`config.mk`:
```
export PLATFORM = sky130hd
export DESIGN_NAME = f_adder
export DESIGN_NICKNAME = d
export VERILOG_FILES = /design/src/rtl/f_adder.sv
export SDC_FILE = /design/constraint.sdc
export NUM_CORES = 1
export LEC_CHECK = 0
export ABC_AREA = 1
export BUFFER_PORTS_ARGS = -buffer_cell sky130_fd_sc_hd__buf_2
export CORE_UTILIZATION = 35
export DETAILED_ROUTE_END_ITERATION = 6
export PLACE_DENSITY = 0.83
export SLEW_MARGIN = 20
export SYNTH_ARGS = -nofsm -noshare
export SYNTH_HDL_FRONTEND = slang
export SYNTH_SLANG_ARGS = --single-unit
```
`constraint.sdc`:
```
create_clock -name vclk -period 3.95
set_input_delay 1.185 -clock vclk [all_inputs]
set_output_delay 1.185 -clock vclk [all_outputs]
set_load 0.02 [all_outputs]
```
`src/rtl/f_adder.sv`:
```
// ----------------------------------------------------------------------------
// f_adder
//   Unsigned WIDTH-bit adder. The 2*WIDTH-bit sum is returned as two halves:
//   a holds the upper half (only bit 0, the carry out, can be set) and b
//   holds the lower half. The carry chain is a two-level carry-lookahead
//   structure: 4-bit CLA groups feed a second-level lookahead unit, so no
//   carry ripples from one group to the next. The result can optionally be
//   registered.
//
// Parameters
//   WIDTH    operand width, must be a multiple of 4
//   REG_OUT  0 = combinational outputs, 1 = registered outputs (1-cycle latency)
//
// Ports
//   clk  in   1      rising-edge clock (only used when REG_OUT=1)
//   rst  in   1      synchronous active-high reset (only used when REG_OUT=1)
//   x    in   WIDTH  operand A, unsigned
//   y    in   WIDTH  operand B, unsigned
//   a    out  WIDTH  upper half of the sum = {0..0, carry_out}
//   b    out  WIDTH  lower half of the sum = (x + y) mod 2^WIDTH
// ----------------------------------------------------------------------------
module f_adder #(
    parameter int WIDTH   = 12,
    parameter bit REG_OUT = 1'b0
) (
    input  logic             clk,
    input  logic             rst,
    input  logic [WIDTH-1:0] x,
    input  logic [WIDTH-1:0] y,
    output logic [WIDTH-1:0] a,
    output logic [WIDTH-1:0] b
);

    localparam int NG = WIDTH / 4;

    logic [WIDTH-1:0] w_g;      // per-bit generate
    logic [WIDTH-1:0] w_p;      // per-bit propagate
    logic [WIDTH-1:0] w_c;      // carry into each bit
    logic [NG-1:0]    w_gg;     // group generate
    logic [NG-1:0]    w_gp;     // group propagate
    logic [NG:0]      w_gc;     // carry into each group; w_gc[NG] is carry out
    logic [WIDTH-1:0] w_sum;
    logic             w_cout;

    // Carry into group k, expanded as a flat sum of products over all lower
    // groups: OR_j ( G[j] & P[j+1] & ... & P[k-1] ). Carry into bit 0 is 0,
    // so there is no carry-in term.
    function automatic logic f_lookahead(input logic [NG-1:0] gg,
                                         input logic [NG-1:0] gp,
                                         input int            k);
        logic c;
        logic term;
        c = 1'b0;
        for (int j = 0; j < k; j++) begin
            term = gg[j];
            for (int m = j + 1; m < k; m++) begin
                term = term & gp[m];
            end
            c = c | term;
        end
        return c;
    endfunction

    assign w_g = x & y;
    assign w_p = x ^ y;

    genvar k;
    generate
        // 4-bit CLA groups: internal carries from the group carry-in, plus
        // group G/P for the second level.
        for (k = 0; k < NG; k++) begin : g_cla
            logic [3:0] w_lg;
            logic [3:0] w_lp;
            logic       w_cin;

            assign w_lg  = w_g[4*k +: 4];
            assign w_lp  = w_p[4*k +: 4];
            assign w_cin = w_gc[k];

            assign w_c[4*k]     = w_cin;
            assign w_c[4*k + 1] = w_lg[0] | (w_lp[0] & w_cin);
            assign w_c[4*k + 2] = w_lg[1] | (w_lp[1] & w_lg[0])
                                | (w_lp[1] & w_lp[0] & w_cin);
            assign w_c[4*k + 3] = w_lg[2] | (w_lp[2] & w_lg[1])
                                | (w_lp[2] & w_lp[1] & w_lg[0])
                                | (w_lp[2] & w_lp[1] & w_lp[0] & w_cin);

            assign w_gg[k] = w_lg[3] | (w_lp[3] & w_lg[2])
                           | (w_lp[3] & w_lp[2] & w_lg[1])
                           | (w_lp[3] & w_lp[2] & w_lp[1] & w_lg[0]);
            assign w_gp[k] = &w_lp;
        end

        // Second-level lookahead unit: every group carry-in (and the final
        // carry out) comes straight from group G/P.
        for (k = 0; k <= NG; k++) begin : g_lookahead
            assign w_gc[k] = f_lookahead(w_gg, w_gp, k);
        end
    endgenerate

    assign w_sum  = w_p ^ w_c;
    assign w_cout = w_gc[NG];

    generate
        if (REG_OUT) begin : g_reg
            logic [WIDTH-1:0] r_a;
            logic [WIDTH-1:0] r_b;

            // Reset wins over capture; the edge after reset releases takes
            // whatever x, y are present then.
            always_ff @(posedge clk) begin
                if (rst) begin
                    r_a <= '0;
                    r_b <= '0;
                end else begin
                    r_a <= {{(WIDTH-1){1'b0}}, w_cout};
                    r_b <= w_sum;
                end
            end

            assign a = r_a;
            assign b = r_b;
        end else begin : g_comb
            // clk and rst play no part in the combinational build.
            logic w_unused;
            assign w_unused = clk ^ rst;

            assign a = {{(WIDTH-1){1'b0}}, w_cout};
            assign b = w_sum;
        end
    endgenerate

endmodule

```
==> results.toml, run 1 <==
[hold_path]
holdPathStages = 3
hold_end = "b[0]"
hold_class = "in2out"
min_from = "x[0]"

[floorplanning]
die_area_um2 = 1950
row_count = 14
start_util_pct = 39.4
io_pins = 50
coreArea_um2 = 1580
fp.dieH_um = 44.2
die_w_um = 44.2

[setup_path]
path_cells = "buf_2, ha_4, or2_0, nand2_1, nand2_2, nand2_2, nand2_4, fa_2, buf_4"
critical_path.top_delay_family = "adder cells"
critPathRequiredTime_ps = 2760
crit_arrival_ps = 2680
crit_top_cell = "nand2_2"
critical-path-slowest-cell = "fa_2"
path_max_fanout = 3
crit_path_start_kind = "input port"
crit_type = "in2out"
crit_cells = 9
critPathCaptureType = "output port"
critPathBufInv = 2
critPathMaxStageDelay_ps = 530

[place]
gp_congestion = 0.751
dpl_cell_area_um2 = 820
numPortBuffers = 37
dp_hpwl_um = 1260
pre_cts_ws_ps = -21.4

[sta]
drv_slew = 0
timing.final.ws_setup_ps = 84.0
max_freq_mhz = 259
period_needed_ps = 3870
hold_viol_final = 0
setup_viol = 0
grt_setup_unrepaired = "false"
min_period_over_period_pct = 97.9

[layout]
drive_above_1_share_pct = 42.7
syn2layout_area_growth_pct = 39.0
finalInstanceArea_um2 = 865
clockBufferCount = 0
layout.nets = 174
flops_and_latches = 0
fillers = 167
antenna_cells = 0
regArea_um2 = 0

[route]
drtIter0Drc = 12
wl_per_cell_um = 9.78
drt-vias-per-instance = 4.68
wl_um = 1440
vias = 688
firstDrtPassIters = 6
ant_nets = 0
drc_errors = 0

[global_route]
grt_busiest_layer = "met2"
overflow = 0
met3_usage_pct = 0.408
grt_max_degree = 5
grt_pass1_wl_um = 2200
antenna_found_initial = 0
grt_usage_pct = 13.8
grtUsageMet1_pct = 15.2
grt_pass1_vias = 587
use_met2_pct = 30.0

[yosys]
ys.warnings.count = 0
synth_area_leaders = "ha_1 (24%), buf_4 (14%), nand2_1 (11%), fa_1 (9.7%), inv_1 (6.6%)"
synthSimpleGateAreaFrac_pct = 31.0
synth_top_family_by_area = "adder cells"
synth_mux_area_share_pct = 0
ys_types = 21
synth_area_um2 = 622
yosysTopAreaCellShare_pct = 24.1
syn_avg_cell_area_um2 = 6.91
netlist_instances = 90
synth_xor_area_share_pct = 7.04
ys_seq_area_share_pct = 0
synth_adder_area_share_pct = 33.8
yosysTopAreaCell = "ha_1"
synth-compound-area-share_pct = 6.44

[power]
internal_power_mw = 0.0701
seqPwrFrac_pct = 0
p_sw_mw = 0.101
swShare_pct = 59.1
power_frac_clock_pct = 0
ir_worst_vdd_mv = 0.0831
power_density_nw_per_um2 = 198
comb_power_share_pct = 100.0
power_leakage_nw = 0.528

[outcome]
status = "completed"

[job]
max_cap_violations = 0

[clock_network]
post_cts_buffers = 0
==> cell usage in the layout (no fill, tap or decap), types with 4 or more instances in the layout <==
master,synthesis,final
nand2_2,6,6
nor2_1,4,4
ha_1,12,9
nand2_1,19,19
nand3_1,5,5
xor2_1,4,4
conb_1,1,11
inv_1,11,11
buf_4,12,8
buf_2,0,35
==> metrics by stage <==
stage	util, %	setup TNS [ps]	total power, mW	std cells	hold slack, ps
4_1_cts	52.3	0	0.165	147	2710
6_report	54.8	0	0.171	147	2700
3_3_place_gp	52.0	0	0.157	147	2700
3_5_place_dp	52.0	-21.4	0.163	147	2710
5_1_grt	54.8	0	0.190	147	2730
2_1_floorplan	-	0	0.119	100	2570
==> worst max-delay path by stage <==
stage / endpoint / startpoint
after global placement: b[9] / y[3]
after global routing: b[8] / y[7]
final: b[8] / y[3]
after detailed placement: b[9] / y[3]
after CTS: b[8] / y[3]
after floorplan: b[9] / y[3]
==> final cells by class <==
class / count / area [um^2] / share of cell area, %
Timing Repair Buffer: 43 / 235 / 27.2
Tap cell: 16 / 20.0 / 2.32
Inverter: 11 / 41.3 / 4.78
Multi-Input combinational cell: 77 / 568 / 65.7
==> metal layers <==
metal	part of all wire, %	routed length [um]
met5	0	0
met2	56	808
met1	38	548
met4	0.97	14
met3	4.7	67
==> cell usage after synthesis <==
library cell and n:
a21oi_2 1, nand3b_1 1, xnor2_1 1, nand2_1 19, fa_1 3, ha_1 12
nand4_1 2, or2_0 1, a31oi_1 1, inv_1 11, nand2_4 1, nor2_1 4
o21bai_1 1, conb_1 1, nor2_2 1, xor2_1 4, nand2_2 6, a21o_1 1
nand3_1 5, a21oi_1 2, buf_4 12
==> timing repair <==
action	CTS	global route
endpoints found under the setup margin	1	2
pin swaps	0	6
endpoints found under the hold margin	0	0
hold buffers	0	0
resized for setup	2	4
==> power by group through the flow <==
stage / Combinational, mW / Clock [mW] / Sequential, mW
after global routing: 0.190 / 0 / 0
after detailed placement: 0.163 / 0 / 0
after global placement: 0.157 / 0 / 0
after CTS: 0.165 / 0 / 0
after floorplan: 0.119 / 0 / 0
final: 0.171 / 0 / 0
==> cell families (layout without fill, tap and decap cells) <==
kind of cell,Yosys count,after routing
adder cells (fa/ha/maj),15,15
AND/OR/NAND/NOR,40,40
AO/OA/AOI/OAI,6,6
other,1,11
buffers and inverters,23,54
XOR/XNOR,5,5
Note: power is estimated with default switching activity, not from simulation.
==> run 2: changes to the inputs <==
--- a/config.mk
+++ b/config.mk
@@ -7,9 +7,11 @@
 export LEC_CHECK = 0
 export ABC_AREA = 1
 export BUFFER_PORTS_ARGS = -buffer_cell sky130_fd_sc_hd__buf_2
-export CORE_UTILIZATION = 35
+export CELL_PAD_IN_SITES_DETAIL_PLACEMENT = 0
+export CELL_PAD_IN_SITES_GLOBAL_PLACEMENT = 2
+export CORE_UTILIZATION = 19
 export DETAILED_ROUTE_END_ITERATION = 6
-export PLACE_DENSITY = 0.83
+export PLACE_DENSITY = 0.93
 export SLEW_MARGIN = 20
 export SYNTH_ARGS = -nofsm -noshare
 export SYNTH_HDL_FRONTEND = slang
==> run 2 against run 1 <==
Wire length decreased by 6.1%. Cell count increased by 20%. Combinational power about the same. First-iteration DRC count decreased by 25%. Count of clock-buffer cells in the layout unchanged. Die area increased by 80%. Critical path depth increased by 1. Core utilization decreased by 26 points. Worst setup slack got worse by 15 ps. Sequential share of layout area unchanged. Non-clock buffer count increased by 1. Worst hold slack got worse by 4.4 ps. Critical path type unchanged. Critical endpoint is now b[9]. Largest power group unchanged. Highest routed layer is now met3.
==> results.toml, run 2 (synthesis results as in run 1) <==
[outcome]
status = "completed"

[power]
power_leakage_nw = 0.533
ir_worst_vdd_mv = 0.0452
power_density_nw_per_um2 = 190

[layout]
clockBufferCount = 0
regArea_um2 = 0
mostFrequentLayoutCells = "buf_2 (34), nand2_1 (19), inv_1 (11), conb_1 (11)"
utilization_pct = 29.1
multiInputGateArea_um2 = 556
final_cell_count_no_fill = 176
syn2layout_area_growth_pct = 44.3
final_common_cell = "buf_2"
drive_above_1_share_pct = 42.4
layout.nets = 175
fillers = 337
antenna_cells = 0
flops_and_latches = 0

[sta]
max_freq_mhz = 258
grt_setup_unrepaired = "true"
hold_viol_final = 0
setup_viol = 0
drv_slew = 0
period_needed_ps = 3880
min_period_over_period_pct = 98.2

[setup_path]
path_max_fanout = 3
critPathMaxStageDelay_ps = 370
crit_type = "in2out"
crit_arrival_ps = 2700
critical-path-slowest-cell = "fa_1"
critPathCaptureType = "output port"
crit_top_cell = "nand2_2"
crit_path_start_kind = "input port"
path_cells = "buf_2, ha_4, or2_0, nand2_1, nand2_2, nand2_2, nand2_4, fa_1, xor2_1, buf_4"
critPathRequiredTime_ps = 2760

[job]
max_cap_violations = 0

[global_route]
grt_pass1_wl_um = 2280
met3_usage_pct = 0
grt_pass1_vias = 563
antenna_found_initial = 0
grt_max_degree = 5
grt_usage_pct = 7.92
grt_busiest_layer = "met2"
overflow = 0
use_met2_pct = 14.4
grtUsageMet1_pct = 10.8

[floorplanning]
io_pins = 50
die_area_um2 = 3510
coreArea_um2 = 3080
start_util_pct = 20.2
fp.dieH_um = 59.2
row_count = 20
die_w_um = 59.2

[place]
place_inst = 175
numPortBuffers = 37
gp_congestion = 0.810
dp_hpwl_um = 1270

[route]
firstDrtPassIters = 4
drt-vias-per-instance = 3.66
wl_per_cell_um = 7.67
vias = 645
ant_nets = 0
drtIter0Drc = 9
wl_um = 1350
drc_errors = 0

[clock_network]
holdBufCountCts = 0

[hold_path]
hold_class = "in2out"
## run 2: changes by cell type in the layout (fill, tap and decap cells not counted)
cell | previous run | this run
buf_4 | 8 | 10
buf_2 | 35 | 34
ha_1 | 9 | 10
ha_4 | 3 | 2
## run 2: power breakdown
group / internal (mW) / switching (mW)
logic: 0.0707 / 0.100
registers: 0 / 0
clock network: 0 / 0
total: 0.0707 / 0.100
## run 2: final timing paths
kind / to / cells past startpoint / slack (ps) / from
hold / removal: b[0] / 3 / 2700 / x[0]
setup / recovery: b[9] / 10 / 70 / y[3]
## run 2: metrics by stage
| step | setup slack [ps] | total power [mW] | cell area (um^2) | hold slack, ps | setup TNS, ps |
|---|---|---|---|---|---|
| floorplan | 37.0 | 0.119 | 659 | 2570 | 0 |
| global placement | -35.2 | 0.160 | 855 | 2700 | -35.2 |
| detailed placement | -43.2 | 0.163 | 855 | 2700 | -60.2 |
| CTS | 44.3 | 0.166 | 870 | 2700 | 0 |
| global route | -22.9 | 0.190 | 897 | 2710 | -24.8 |
| finish | 69.1 | 0.171 | 897 | 2700 | 0 |
## run 2: timing repair
item / 4_1_cts / 5_1_grt
pin swaps: 1 / 1
endpoints found under the setup margin: 2 / 3
buffers inserted: 0 / 1
resized for setup: 2 / 4
## run 2: critical path: cells and delay by family
family / cells / cell delay [ps]
fa+ha+maj: 2 / 610
simple gates: 5 / 470
buf+inv: 2 / 270
xor+xnor: 1 / 150
## run 2: area by class of cell
class | count | area share, %
inverter | 11 | 4.60
timing repair buffer | 44 | 27.3
tap | 44 | 6.14
multi-input combinational | 77 | 61.9
## run 2: layer usage
metal | vias up | share of wire, %
met5 | - | 0
met4 | 0 | 0
met3 | 0 | 4.4
met2 | 14 | 52
met1 | 281 | 44
li1 | 350 | -
==> run 3: changes to the inputs <==
--- a/config.mk
+++ b/config.mk
@@ -12,6 +12,7 @@
 export CORE_UTILIZATION = 19
 export DETAILED_ROUTE_END_ITERATION = 6
 export PLACE_DENSITY = 0.93
+export RECOVER_POWER = 100
 export SLEW_MARGIN = 20
 export SYNTH_ARGS = -nofsm -noshare
 export SYNTH_HDL_FRONTEND = slang
==> run 3 against run 2 <==
Die area unchanged. Cell count unchanged. Sequential share of layout area unchanged. Wire length about the same. Largest power group unchanged. Largest cell class unchanged. Sequential cell count unchanged. Combinational power down 3%. Critical endpoint unchanged. Fmax about the same.
==> results.toml, run 3 (synthesis results as in run 1) <==
[route]
ant_nets = 0
drc_errors = 0
firstDrtPassIters = 4
drt-vias-per-instance = 3.65
drtIter0Drc = 6
wl_per_cell_um = 7.68
wl_um = 1350
vias = 643

[layout]
layout.nets = 175
flops_and_latches = 0
final_cell_count_no_fill = 176
syn2layout_area_growth_pct = 42.1
final_common_cell = "buf_2"
regArea_um2 = 0
utilization_pct = 28.7
fillers = 338
drive_above_1_share_pct = 35.6
clockBufferCount = 0
mostFrequentLayoutCells = "buf_2 (25), nand2_1 (19), inv_1 (11), conb_1 (11), ha_1 (10)"
finalInstanceArea_um2 = 883
multiInputGateArea_um2 = 556
antenna_cells = 0

[floorplanning]
die_w_um = 59.2
start_util_pct = 20.2
coreArea_um2 = 3080
die_area_um2 = 3510
io_pins = 50
fp.dieH_um = 59.2
row_count = 20

[place]
numPortBuffers = 37
place_inst = 175
dpl_cell_area_um2 = 855
dp_hpwl_um = 1270
gp_congestion = 0.810
pre_cts_ws_ps = -43.2

[setup_path]
crit_path_start_kind = "input port"
critPathRequiredTime_ps = 2760
path_cells = "buf_2, ha_4, or2_0, nand2_1, nand2_2, nand2_2, nand2_4, fa_1, xor2_1, buf_4"
critPathMaxStageDelay_ps = 370
crit_arrival_ps = 2700
critical-path-slowest-cell = "fa_1"
critPathBufInv = 2
critical_path.top_delay_family = "adder cells"
crit_top_cell = "nand2_2"
path_max_fanout = 3
crit_type = "in2out"
critPathCaptureType = "output port"

[job]
max_cap_violations = 0

[global_route]
overflow = 0
grt_pass1_vias = 563
grt_usage_pct = 7.92
antenna_found_initial = 0
grt_max_degree = 5
grt_pass1_wl_um = 2280

[power]
ir_worst_vdd_mv = 0.0436
total_power_mw = 0.166
power_density_nw_per_um2 = 188
power_leakage_nw = 0.507

[outcome]
status = "completed"

[sta]
hold_viol_final = 0
drv_slew = 0
fin_tns_setup_ps = 0
min_period_over_period_pct = 98.3
period_needed_ps = 3880
grt_setup_unrepaired = "true"
max_freq_mhz = 258
holdWs_ps = 2770
setup_viol = 0
timing.final.ws_setup_ps = 68.9

[hold_path]
hold_class = "in2out"
[run 3: cell count changes in the layout (fill, tap and decap cells not counted), sizes merged]
cell	change
clkbuf	+10
buf	-10
[run 3: area by class of cell]
type | count | area share (%)
multi-input cells | 77 | 62.9
repair buffers | 44 | 26.2
well taps | 44 | 6.23
inverters | 11 | 4.67
[run 3: worst paths after layout]
| path | end | depth (start not counted) | startpoint |
|---|---|---|---|
| max | b[9] | 10 | y[3] |
| min | b[0] | 3 | x[0] |
[run 3: routing by layer]
layer | part of all wire, % | GRT usage, % | wire length, um
met1 | 44 | 10.8 | 594
met2 | 52 | 14.4 | 698
met3 | 4.3 | 0 | 58
met4 | 0 | 0.680 | 0
met5 | 0 | 0 | 0
[run 3: where the power goes]
group	switching [mW]	internal, mW
Sequential	0	0
Combinational	0.101	0.0653
Clock	0	0
Total	0.101	0.0653
[run 3: repair_timing]
item / 4_1_cts / 5_1_grt
resized for setup: 2 / 4
pin swaps: 1 / 1
buffers inserted: 0 / 1
hold buffers: 0 / 0
setup endpoints to repair: 2 / 3
[run 3: tightest hold or removal path, cell delays in order]
cell	delay, ps
buf_2	80
ha_1	100
clkbuf_1	220
